`config.mk`:
```
export PLATFORM = sky130hd
export DESIGN_NAME = add_nnbit_ahead_pipe
export DESIGN_NICKNAME = d
export VERILOG_FILES = /design/src/rtl/add_nnbit_ahead_pipe.sv
export SDC_FILE = /design/constraint.sdc
export NUM_CORES = 1
export LEC_CHECK = 0
export ABC_CLOCK_PERIOD_IN_PS = 15780
export CAP_MARGIN = 20
export CORE_MARGIN = 2
export CORE_UTILIZATION = 40
export DETAILED_ROUTE_END_ITERATION = 6
export GPL_ROUTABILITY_DRIVEN = 0
export PLACE_DENSITY_LB_ADDON = 0.12
export SLEW_MARGIN = 0
export SYNTH_ARGS = -nofsm -noshare
export SYNTH_HDL_FRONTEND = slang
export SYNTH_SLANG_ARGS = --single-unit
```
`constraint.sdc`:
```
create_clock -name i_clk -period 15.78 [get_ports i_clk]
set_clock_uncertainty 0.05 [all_clocks]
set_input_delay 3.156 -clock i_clk [delete_from_list [all_inputs] [get_ports i_clk]]
set_output_delay 3.156 -clock i_clk [all_outputs]
set_load 0.03 [all_outputs]
```
`src/rtl/add_nnbit_ahead_pipe.sv`:
```
// Pipelined carry-lookahead adder/subtractor with valid/ready handshake.
// The operands are cut into STAGE_NUM slices; slice k is summed in pipeline
// stage k and its carry is registered into stage k+1. Unprocessed operand
// slices ride along in skew registers, finished result slices in deskew
// registers, so the last stage presents the whole result aligned.
// Optional feature: define ADD_NNBIT_PIPE_FLAG_EN to add the registered
// o_zero / o_neg result flags.
module add_nnbit_ahead_pipe #(
   parameter int DATA_WIDTH  = 32,
   parameter int STAGE_NUM   = 4,
   parameter int GROUP_WIDTH = 4
) (
   input  logic                  i_clk,
   input  logic                  i_rst,
   input  logic                  i_valid,
   output logic                  o_ready,
   input  logic [DATA_WIDTH-1:0] i_num_a,
   input  logic [DATA_WIDTH-1:0] i_num_b,
   input  logic                  i_cry,
   input  logic                  i_sub,
   output logic                  o_valid,
   input  logic                  i_ready,
   output logic [DATA_WIDTH-1:0] o_res,
   output logic                  o_cry,
   output logic                  o_ovf
`ifdef ADD_NNBIT_PIPE_FLAG_EN
   ,
   output logic                  o_zero,
   output logic                  o_neg
`endif
);

   localparam int DW     = DATA_WIDTH;
   localparam int SN     = STAGE_NUM;
   localparam int SW     = DW / SN;
   localparam int GW_REQ = (GROUP_WIDTH < 1) ? 1 : GROUP_WIDTH;
   // a group width that does not tile the slice degrades to one group per slice
   localparam int GW     = (GW_REQ <= SW && (SW % GW_REQ) == 0) ? GW_REQ : SW;

   // Slice adder: bit-level g/p, lookahead carries inside each group, group
   // carries chained across the slice. Returns {carry out, carry into MSB, sum}.
   function automatic logic [SW+1:0] cla_slice(input logic [SW-1:0] a,
                                                input logic [SW-1:0] b,
                                                input logic          cin);
      logic [SW-1:0] g;
      logic [SW-1:0] p;
      logic [SW:0]   c;
      logic          gg;
      logic          gp;
      g    = a & b;
      p    = a ^ b;
      c    = '0;
      c[0] = cin;
      for (int grp = 0; grp < SW / GW; grp++) begin
         gg = 1'b0;
         gp = 1'b1;
         for (int j = 0; j < GW; j++) begin
            c[grp*GW + j] = gg | (gp & c[grp*GW]);
            gg = g[grp*GW + j] | (p[grp*GW + j] & gg);
            gp = gp & p[grp*GW + j];
         end
         c[grp*GW + GW] = gg | (gp & c[grp*GW]);
      end
      return {c[SW], c[SW-1], p ^ c[SW-1:0]};
   endfunction

   // ra_q[k]: result slices 0..k below, still-unprocessed A slices above
   logic [DW-1:0] ra_q   [SN];
   logic [DW-1:0] b_q    [SN];
   logic          cry_q  [SN];
   logic [SN-1:0] vld;
   logic          ovf_q;

   logic [DW-1:0] ra_in  [SN];
   logic [DW-1:0] b_in   [SN];
   logic          c_in   [SN];
   logic [DW-1:0] ra_nxt [SN];
   logic          c_nxt  [SN];
   logic          ovf_nxt;
   logic [SW+1:0] sl;
   logic          en;

   // whole pipeline advances together; a stalled output freezes bubbles too
   assign en      = ~vld[SN-1] | i_ready;
   assign o_ready = en;
   assign o_valid = vld[SN-1];
   assign o_res   = ra_q[SN-1];
   assign o_cry   = cry_q[SN-1];
   assign o_ovf   = ovf_q;

   // per-stage slice addition; subtract folds into inverted B and carry at entry
   always_comb begin
      sl       = '0;
      ovf_nxt  = 1'b0;
      ra_in[0] = i_num_a;
      b_in[0]  = i_sub ? ~i_num_b : i_num_b;
      c_in[0]  = i_cry ^ i_sub;
      for (int k = 1; k < SN; k++) begin
         ra_in[k] = ra_q[k-1];
         b_in[k]  = b_q[k-1];
         c_in[k]  = cry_q[k-1];
      end
      for (int k = 0; k < SN; k++) begin
         sl                     = cla_slice(ra_in[k][k*SW +: SW], b_in[k][k*SW +: SW], c_in[k]);
         ra_nxt[k]              = ra_in[k];
         ra_nxt[k][k*SW +: SW]  = sl[SW-1:0];
         c_nxt[k]               = sl[SW+1];
         if (k == SN - 1) begin
            ovf_nxt = sl[SW+1] ^ sl[SW];
         end
      end
   end

   // stage registers: valid chain, skew/deskew data, slice carries, overflow
   always_ff @(posedge i_clk) begin
      if (i_rst) begin
         vld   <= '0;
         ovf_q <= 1'b0;
         for (int k = 0; k < SN; k++) begin
            ra_q[k]  <= '0;
            b_q[k]   <= '0;
            cry_q[k] <= 1'b0;
         end
      end else if (en) begin
         vld[0] <= i_valid;
         for (int k = 1; k < SN; k++) begin
            vld[k] <= vld[k-1];
         end
         for (int k = 0; k < SN; k++) begin
            ra_q[k]  <= ra_nxt[k];
            b_q[k]   <= b_in[k];
            cry_q[k] <= c_nxt[k];
         end
         ovf_q <= ovf_nxt;
      end
   end

`ifdef ADD_NNBIT_PIPE_FLAG_EN
   logic zero_q;
   logic neg_q;

   // result flags registered alongside the final result slice
   always_ff @(posedge i_clk) begin
      if (i_rst) begin
         zero_q <= 1'b0;
         neg_q  <= 1'b0;
      end else if (en) begin
         zero_q <= ~|ra_nxt[SN-1];
         neg_q  <= ra_nxt[SN-1][DW-1];
      end
   end

   assign o_zero = zero_q;
   assign o_neg  = neg_q;
`endif

endmodule

```
# Word-level counts from Yosys, hierarchy flattened
# Memory sizes are Yosys's and may differ from the RTL's.
# Index checks and enable logic that the tools add are counted.
# classes
n_bitwise	165
muxes	18
# ops
operator	n
$mux 32	9
$and 1x1->1	80
$or 1x1->1	69
$xor 8x8->8	8
$and 8x8->8	4
$not 32->32	1
$mux 1	9
$xor 1x1->1	2
$not 1->1	1
# word_totals
regBits	5
elab_cells	188
n_memories	3
mem_bits_rw	260
inputBits	70
# memory_table
name	depth	width	rd	rd_ports_with_merged_regs	wr	line	text
b_q	4	32	3	0	4	69	logic [DW-1:0] b_q [SN];
ra_q	4	32	4	0	4	68	logic [DW-1:0] ra_q [SN];
cry_q	4	1	4	0	4	70	logic cry_q [SN];

# Logic depth before layout (Yosys ltp)
# Gate-level depths: netlist of the first run.
# depth
ltp_word	14
mapped_depth	11
ltp_nobuf	9

# Least setup slack after synthesis of the first run
# Ideal clock, no wire load.
# synth_path
path_type	input port to flip-flop
startpoint	input port i_rst
endpoint	memory b_q[0][10] (netlist name), enable pin
n_path_buf	1
t_arrival_ns	7.753
setup_slack_ns	7.405
t_required_ns	15.158
cell_stages	2
cell_sequence	clkbuf_1 > nand2b_1
# synth_lines
item	line	text
from (decl)	14	input logic i_rst,
to (decl)	69	

# Worst setup path in the final report of the first run
# layout_path
startpoint	input port i_ready
endpoint	output port o_ready
# layout_between
elab_chain_cells	1
# layout_lines
item	line	text
from (decl)	22	input logic i_ready,
$or 1x1->1	84	assign en = ~vld[SN-1] | i_ready;
to (decl)	16	output logic o_ready,
# No other way between the ends.

==> results.yml, run 1 <==
clock_tree:
  cts_tree: "built"
  clock_latency_ps: 420
  cts_hold_buf: 0
  cts_buffer_depth: 2
  postCtsResizedCells: 0
  clkSinkCount: 185
  htreeDepth: 4
  post_cts_buffers: 0
  numCtsBuffers: 17
  clk_pin_slew_ps: 70
  root_buffer: "clkbuf_16"
route:
  drt_wl_total_mm: 13.6
  ant_nets: 0
  drt_first_pass_iters: 4
  wl_per_cell_um: 13.9
  viasPerCell: 4.63
  drtIter0Drc: 256
  drc: 0
  vias: 4525
logic_synthesis:
  synthAdderAreaFrac_pct: 6.81
  synthXorXnorAreaFrac_pct: 4.79
  synthArstFlopShare_pct: 0
  synth_compound_area_share_pct: 4.15
  syn-num-nets: 703
  synth_cells: 593
  syn_area_per_cell_um2: 13.9
  yosysMostFrequentCell: "edfxtp_1"
  synth.top_cell.area_share_pct: 65.7
  synth_seq_area_share_pct: 66.9
  muxShareOfSynthArea_pct: 0.608
  yosysTopAreaCell: "edfxtp_1"
  ys_ff_latch: 185
  synth_edf_count: 180
  yosys_warnings: 0
  synth_area_leaders: "edfxtp_1 (66%), and2_1 (9.5%), ha_1 (4.9%), xnor2_1 (3.1%), nor2_1 (2.5%)"
  synth_top_family_by_area: "simple AND/OR/NAND/NOR gates"
  ys.flop_type: "edfxtp_1"
  synthSimpleGateAreaFrac_pct: 14.5
  yosysUniqueCellTypes: 37
  syn_area_um2: 8230
  synthTopCellsByCount: "edfxtp_1 (180), and2_1 (125), nor2_1 (54)"
global_routing:
  antenna_found_initial: 0
  met3_usage_pct: 3.18
  grt_use_total_pct: 13.4
  met2_usage_pct: 21.1
  grt_max_degree: 85
  grt_busiest_layer: "met2"
  met1_usage_pct: 17.8
  grt_pass1_wl_mm: 22.4
  overflow: 0
  grt_pass1_vias: 4517
layout:
  area.growth.synth_to_final_pct: 23.1
  final_nets: 806
  antenna_cells: 0
  utilization_pct: 50.0
  drive_above_1_share_pct: 5.08
sta:
  rsz0062_at_grt: "false"
  finalCriticalPeriod_ps: 7940
  slew_violations: 0
  tightest_slew_ps: 1050
  setup_violations: 0
  fmax_mhz: 126
  fin_crit_sh_pct: 50.3
  max_slew_margin_pct: 30.1
  tns_ps: 0
  final-hold-violation-count: 0
die:
  start_util_pct: 40.7
  core_um2: 20200
  die_x_um: 147
  die_area_um2: 21700
  fp.dieH_um: 147
  io_pins: 106
  fp-row-count: 52
setup_path:
  crit_required_ps: 12570
  worst_setup_path_end_kind: "primary output"
  r2r_cells: 5
  crit_path_end: "o_ready"
  crit_type: "primary input to primary output"
  r2r_slack_ps: 13420
  r2r-end: "ra_q[0][23]"
  crit-reg2reg-launch: "vld[3]"
  cp.arrival_ps: 4740
  cp-start-kind: "primary input"
  crit_start: "i_ready"
  critical_path_peak_fanout: 11
placement:
  port_buffers: 105
  detailed_place_hpwl_mm: 9.03
worst_hold_path:
  hold_class: "flip-flop to flip-flop"
pwr:
  seqPwrFrac_pct: 53.4
  pwr_density_cell_nw_per_um2: 108
  switching_power_mw: 0.231
  pwr-share-comb_pct: 10.3
  p_int_mw: 0.864
  clockPowerShare_pct: 36.3
  p_leak_nw: 4.05
  power_switching_share_pct: 21.1
  vdd_drop_max_mv: 0.0679
job:
  cap_violations: 0
status:
  outcome: "completed"
final cells by class:
class,count,area [um^2]
Sequential cell,185,5510
Multi-Input combinational cell,360,2560
Clock buffer,22,444
Clock inverter,9,101
Timing Repair Buffer,110,1100
Fill cell,1739,10100
Tap cell,270,338
Inverter,22,82.6
stage by stage:
stage	std cells	instance area, um^2	hold WS (ps)	total power, mW	setup slack (ps)
2_1_floorplan	593	8230	382	0.664	7410
3_3_place_gp	946	9560	394	0.706	7870
3_5_place_dp	947	9580	408	0.710	7840
4_1_cts	978	10100	415	1.11	7830
5_1_grt	978	10100	442	1.14	7760
6_report	978	10100	415	1.09	7840
registers in the layout (all words and copies together) (netlist names):
| name | cells |
|---|---|
| vld | 4 |
| cry_q | 4 |
| b_q | 48 |
| ra_q | 128 |
| o_ovf | 1 |
layer usage:
| layer | vias to the layer above | share of wire [%] | routed length (um) |
|---|---|---|---|
| met3 | 18 | 3.7 | 508 |
| met2 | 86 | 47 | 6380 |
| met1 | 2140 | 48 | 6480 |
| met5 | - | 0 | 0 |
| li1 | 2281 | - | - |
| met4 | 0 | 1.9 | 257 |
worst max-delay path, stage by stage:
cell             delay [ps]
clkdlybuf4s50_1         460
nor2b_1                  40
buf_4                   170
inv_1                   190
clkdlybuf4s50_1         720
worst min-delay path by stage:
stage / startpoint / to / depth (start not counted) / slack [ps]
finish: vld[2] / vld[2] / 2 / 410
global route: vld[0] / vld[0] / 2 / 440
CTS: vld[0] / vld[0] / 2 / 420
detailed placement: vld[0] / vld[0] / 2 / 410
global placement: vld[2] / vld[2] / 2 / 390
floorplan: vld[0] / vld[0] / 2 / 380
power groups by stage:
stage	Clock, mW	Sequential [mW]	Combinational [mW]
2_1_floorplan	0	0.603	0.0618
3_3_place_gp	0	0.595	0.111
3_5_place_dp	0	0.596	0.114
4_1_cts	0.410	0.585	0.115
5_1_grt	0.427	0.588	0.127
6_report	0.397	0.585	0.113
cells by family after synthesis:
logic type,count (synthesis)
DFF,185
xor gates and xnor gates,45
buffers and inverters,48
muxes,5
and+or+nand+nor,218
adders and majority gates,40
AOI/OAI and AO/OA,52
cells in the final DEF, fill, tap and decap left out, types with 4 or more instances in the layout:
cell               n
a211oi_1           8
a21o_1             6
a21oi_1           11
and2_1           125
buf_4              4
clkbuf_1           5
clkbuf_16         17
clkdlybuf4s50_1  104
dfxtp_1            5
edfxtp_1         180
fa_1               8
ha_1              32
inv_1             22
mux2i_1            5
nand2_1           13
nor2_1            53
nor3_1             7
o21ai_0           13
or3_1              5
xnor2_1           29
xor2_1            16
Power figures use the tool's default switching activity.
==> run 2, diff against run 1 <==
--- a/config.mk
+++ b/config.mk
@@ -5,7 +5,7 @@
 export SDC_FILE = /design/constraint.sdc
 export NUM_CORES = 1
 export LEC_CHECK = 0
-export ABC_CLOCK_PERIOD_IN_PS = 15780
+export ABC_CLOCK_PERIOD_IN_PS = 7870
 export CAP_MARGIN = 20
 export CORE_MARGIN = 2
 export CORE_UTILIZATION = 40
==> constraint.sdc (replaced) <==
create_clock -name i_clk -period 7.87 [get_ports i_clk]
set_clock_uncertainty 0.05 [all_clocks]
set_input_delay 1.574 -clock i_clk [delete_from_list [all_inputs] [get_ports i_clk]]
set_output_delay 1.574 -clock i_clk [all_outputs]
set_load 0.03 [all_outputs]
==> results.yml, run 2 (synthesis results as in run 1) <==
global_routing:
  met2_usage_pct: 21.7
  grt_pass1_vias: 4610
  grt_pass1_wl_mm: 23.1
  grt_busiest_layer: "met2"
  overflow: 0
  grt_max_degree: 140
  antenna_found_initial: 0
  met3_usage_pct: 3.52
  grt_use_total_pct: 13.7
  met1_usage_pct: 18.3
die:
  die_area_um2: 21700
  fp-row-count: 52
  start_util_pct: 40.7
  die_x_um: 147
  io_pins: 106
  fp.dieH_um: 147
  core_um2: 20200
setup_path:
  r2r-end: "cry_q[0][1]"
  r2r_slack_ps: 5140
  crit_top_cell: "clkdlybuf4s50_1"
  critPathMaxStageDelay_ps: 680
  worst_setup_path_end_kind: "primary output"
  crit-reg2reg-launch: "vld[3]"
  r2r_cells: 5
  crit_type: "primary input to primary output"
  critical_path_peak_fanout: 11
  cp-start-kind: "primary input"
  worst_path_max_delay_cell: "clkdlybuf4s50_1"
  cp_num_buf_inv: 3
  crit_chain: "clkdlybuf4s50_1, nor2b_1, inv_1, clkdlybuf4s50_1"
  cp.arrival_ps: 3640
  crit_required_ps: 6250
  critPathTopFamily: "buffers and inverters"
route:
  vias: 4512
  drt_wl_total_mm: 14.1
  drtIter0Drc: 314
  wl_per_cell_um: 14.4
  drc: 0
  drt_first_pass_iters: 4
  ant_nets: 0
  viasPerCell: 4.62
pwr:
  pwr_density_cell_nw_per_um2: 220
  pwr-share-comb_pct: 10.2
  power_switching_share_pct: 22.1
  clockPowerShare_pct: 37.2
  switching_power_mw: 0.493
  p_int_mw: 1.74
  seqPwrFrac_pct: 52.6
  p_leak_nw: 4.07
  vdd_drop_max_mv: 0.130
layout:
  final_cell_mix: "edfxtp_1 (180), and2_1 (125), clkdlybuf4s50_1 (104)"
  final-seq-area_um2: 5510
  multi_input_area_um2: 2560
  fill_cells: 1764
  final_common_cell: "edfxtp_1"
  largest_reg_flops: 128
  layout.cells.non_filler: 977
  drive_above_1_share_pct: 5.37
  largestRegisters: "ra_q: 128 flops, b_q: 48 flops"
  antenna_cells: 0
  largest-register: "ra_q"
  final_nets: 804
  area.growth.synth_to_final_pct: 23.4
clock_tree:
  htreeDepth: 4
  clock_latency_ps: 420
  numCtsBuffers: 17
  root_buffer: "clkbuf_16"
  postCtsResizedCells: 0
  cts_hold_buf: 0
  cts_buffer_depth: 2
  clk_pin_slew_ps: 70
  post_cts_buffers: 0
  clkSinkCount: 185
  cts_tree: "built"
placement:
  post-place-cells: 945
  pre_cts_slack_ps: 2610
  detailed_place_hpwl_mm: 9.10
  port_buffers: 105
sta:
  tightest_slew_ps: 1050
  fmax_mhz: 190
  setup_violations: 0
  tns_ps: 0
  final-hold-violation-count: 0
  finalWorstSetupSlack_ps: 2600
  fin_crit_sh_pct: 66.9
  max_slew_margin_pct: 30.1
  slew_violations: 0
  rsz0062_at_grt: "false"
  finalCriticalPeriod_ps: 5270
  holdWs_ps: 414
worst_hold_path:
  hold_class: "flip-flop to flip-flop"
  hp-start: "vld[0]"
  holdPathStages: 2
  hold_path_end: "vld[0]"
status:
  outcome: "completed"
job:
  cap_violations: 0
## run 2: changes by cell type in the layout (fill, tap and decap cells not counted), moves of 2 or more
cell      before  now
buf_4          4    1
clkbuf_1       5    0
clkinv_1       1    3
clkinv_4       0    3
inv_6          0    3
## run 2: per-layer routing
| layer | part of all wire [%] | wire [um] | vias to the layer above |
|---|---|---|---|
| met5 | 0 | 0 | - |
| li1 | - | - | 2271 |
| met3 | 3.8 | 534 | 13 |
| met1 | 48 | 6730 | 2146 |
| met2 | 47 | 6630 | 82 |
| met4 | 1.2 | 174 | 0 |
## run 2: through the flow
step                      util, %  total power [mW]  cell area (um^2)
after floorplan                 -              1.33              8230
after CTS                    50.2              2.25             10100
after global placement       47.2              1.42              9560
final                        50.2              2.23             10100
after detailed placement     47.3              1.42              9580
after global routing         50.2              2.32             10100
## run 2: area by class of cell
class | count | share of cell area, %
clock buffer | 17 | 4.19
clock inverter | 15 | 1.47
inverter | 22 | 0.814
multi-input combinational | 360 | 25.2
sequential | 185 | 54.2
tap | 270 | 3.33
timing repair buffer | 108 | 10.8
## run 2: worst max path at each step
stage,depth (start not counted),slack [ps],from,endpoint
2_1_floorplan,2,1080,i_rst,b_q[0][10]
3_3_place_gp,4,2720,i_ready,o_ready
3_5_place_dp,4,2610,i_ready,o_ready
4_1_cts,4,2590,i_ready,o_ready
5_1_grt,4,2470,i_ready,o_ready
6_report,4,2600,i_ready,o_ready
## run 2: worst register-to-register path, delay by kind of cell, from the launching register on
kind            cells  cell delay, ps
compound gates      1             410
simple gates        3             950
flops               1             320
buf+inv             1             750
## run 2: power by group through the flow
stage               Combinational [mW]  Clock, mW  Sequential (mW)
floorplan                        0.124          0             1.21
global placement                 0.223          0             1.19
detailed placement               0.230          0             1.19
CTS                              0.231      0.848             1.17
global route                     0.254      0.889             1.18
finish                           0.228      0.829             1.17
==> run 3, diff against run 2 <==
--- a/config.mk
+++ b/config.mk
@@ -5,7 +5,7 @@
 export SDC_FILE = /design/constraint.sdc
 export NUM_CORES = 1
 export LEC_CHECK = 0
-export ABC_CLOCK_PERIOD_IN_PS = 7870
+export ABC_CLOCK_PERIOD_IN_PS = 5500
 export CAP_MARGIN = 20
 export CORE_MARGIN = 2
 export CORE_UTILIZATION = 40
==> constraint.sdc (replaced) <==
create_clock -name i_clk -period 5.5 [get_ports i_clk]
set_clock_uncertainty 0.05 [all_clocks]
set_input_delay 1.1 -clock i_clk [delete_from_list [all_inputs] [get_ports i_clk]]
set_output_delay 1.1 -clock i_clk [all_outputs]
set_load 0.03 [all_outputs]
==> results.yml, run 3 (synthesis results as in run 1) <==
sta:
  final-hold-violation-count: 0
  slew_violations: 0
  fmax_mhz: 262
  tns_ps: 0
  tightest_slew_ps: 917
  rsz0062_at_grt: "false"
  setup_violations: 0
  holdWs_ps: 411
  fin_crit_sh_pct: 69.4
  max_slew_margin_pct: 38.7
  finalCriticalPeriod_ps: 3820
worst_hold_path:
  hold_path_end: "vld[0]"
  hp-start: "vld[0]"
  holdPathStages: 2
  hold_class: "flip-flop to flip-flop"
die:
  start_util_pct: 40.7
  die_x_um: 147
  die_area_um2: 21700
  fp-row-count: 52
  io_pins: 106
  fp.dieH_um: 147
  core_um2: 20200
route:
  drc: 0
  drtIter0Drc: 207
  ant_nets: 0
  drt_first_pass_iters: 4
  vias: 4536
  viasPerCell: 4.62
  wl_per_cell_um: 13.9
  drt_wl_total_mm: 13.6
global_routing:
  grt_max_degree: 82
  grt_pass1_vias: 4634
  grt_use_total_pct: 13.4
  overflow: 0
  grt_pass1_wl_mm: 22.8
  antenna_found_initial: 1
layout:
  largestRegisters: "ra_q: 128 flops, b_q: 48 flops"
  area.growth.synth_to_final_pct: 23.9
  fill_cells: 1751
  final-seq-area_um2: 5510
  drive_above_1_share_pct: 5.91
  final_common_cell: "edfxtp_1"
  final_nets: 808
  largest_reg_flops: 128
  multi_input_area_um2: 2560
  layout.cells.non_filler: 981
  postLayoutCellArea_um2: 10200
  antenna_cells: 0
  largest-register: "ra_q"
  final_cell_mix: "edfxtp_1 (180), and2_1 (125), clkdlybuf4s50_1 (104)"
clock_tree:
  cts_buffer_depth: 2
  numCtsBuffers: 17
  htreeDepth: 4
  clkSinkCount: 185
  post_cts_buffers: 0
  cts_hold_buf: 0
  clock_latency_ps: 420
  postCtsResizedCells: 0
  clk_pin_slew_ps: 70
  root_buffer: "clkbuf_16"
  cts_tree: "built"
placement:
  port_buffers: 105
  post-place-cells: 949
  dpl_cell_area_um2: 9620
  detailed_place_hpwl_mm: 9.12
setup_path:
  critPathMaxStageDelay_ps: 710
  worst_setup_path_end_kind: "primary output"
  r2r_slack_ps: 3120
  cp-start-kind: "primary input"
  crit_required_ps: 4350
  crit-reg2reg-launch: "ra_q[0][8]"
  crit_chain: "clkdlybuf4s50_1, nor2b_1, buf_4, inv_1, clkdlybuf4s50_1"
  critical_path_peak_fanout: 11
  r2r-end: "ra_q[0][44]"
  crit_type: "primary input to primary output"
  crit_top_cell: "clkdlybuf4s50_1"
  worst_path_max_delay_cell: "clkdlybuf4s50_1"
  cp.arrival_ps: 2670
  r2r_cells: 7
pwr:
  vdd_drop_max_mv: 0.217
  pwr_density_cell_nw_per_um2: 312
  p_leak_nw: 4.09
job:
  cap_violations: 0
status:
  outcome: "completed"
[run 3: worst max path at each step]
stage | start | end | slack, ps | cells after the start
2_1_floorplan | i_rst | b_q[0][10] | 1300 | 2
3_3_place_gp | i_num_b[0] | ra_q[0][5] | 1620 | 10
3_5_place_dp | i_num_b[0] | ra_q[0][5] | 1560 | 10
4_1_cts | i_ready | o_ready | 1670 | 5
5_1_grt | i_ready | o_ready | 1620 | 5
6_report | i_ready | o_ready | 1680 | 5
[run 3: per-stage QoR]
stage | utilization [%] | setup slack, ps | power [mW]
CTS | 50.3 | 1670 | 3.22
global placement | 47.4 | 1620 | 2.03
floorplan | - | 1300 | 1.91
global route | 50.3 | 1620 | 3.32
finish | 50.3 | 1680 | 3.18
detailed placement | 47.5 | 1560 | 2.04
[run 3: area by class of cell]
type / count / share of cell area [%]
Sequential cell: 185 / 54.0
Clock inverter: 15 / 1.41
Timing Repair Buffer: 112 / 11.2
Tap cell: 270 / 3.32
Inverter: 22 / 0.811
Clock buffer: 17 / 4.18
Multi-Input combinational cell: 360 / 25.1
[run 3: worst max-delay path, delay by kind of cell]
family                 cells  cell delay, ps
buffers and inverters      4            1520
and+or+nand+nor            1              40
[run 3: report_power, final]
part / switching, mW / internal (mW) / leakage, nW
clock network: 0.537 / 0.636 / 0.270
registers: 0.0260 / 1.65 / 2.18
logic: 0.161 / 0.165 / 1.64
[run 3: metal layers]
| layer | wire length [um] | track usage, % | vias up |
|---|---|---|---|
| met5 | 13 | 0 | - |
| li1 | - | - | 2284 |
| met3 | 631 | 3.64 | 16 |
| met4 | 214 | 6.01 | 2 |
| met2 | 6550 | 21.4 | 94 |
| met1 | 6240 | 17.3 | 2140 |
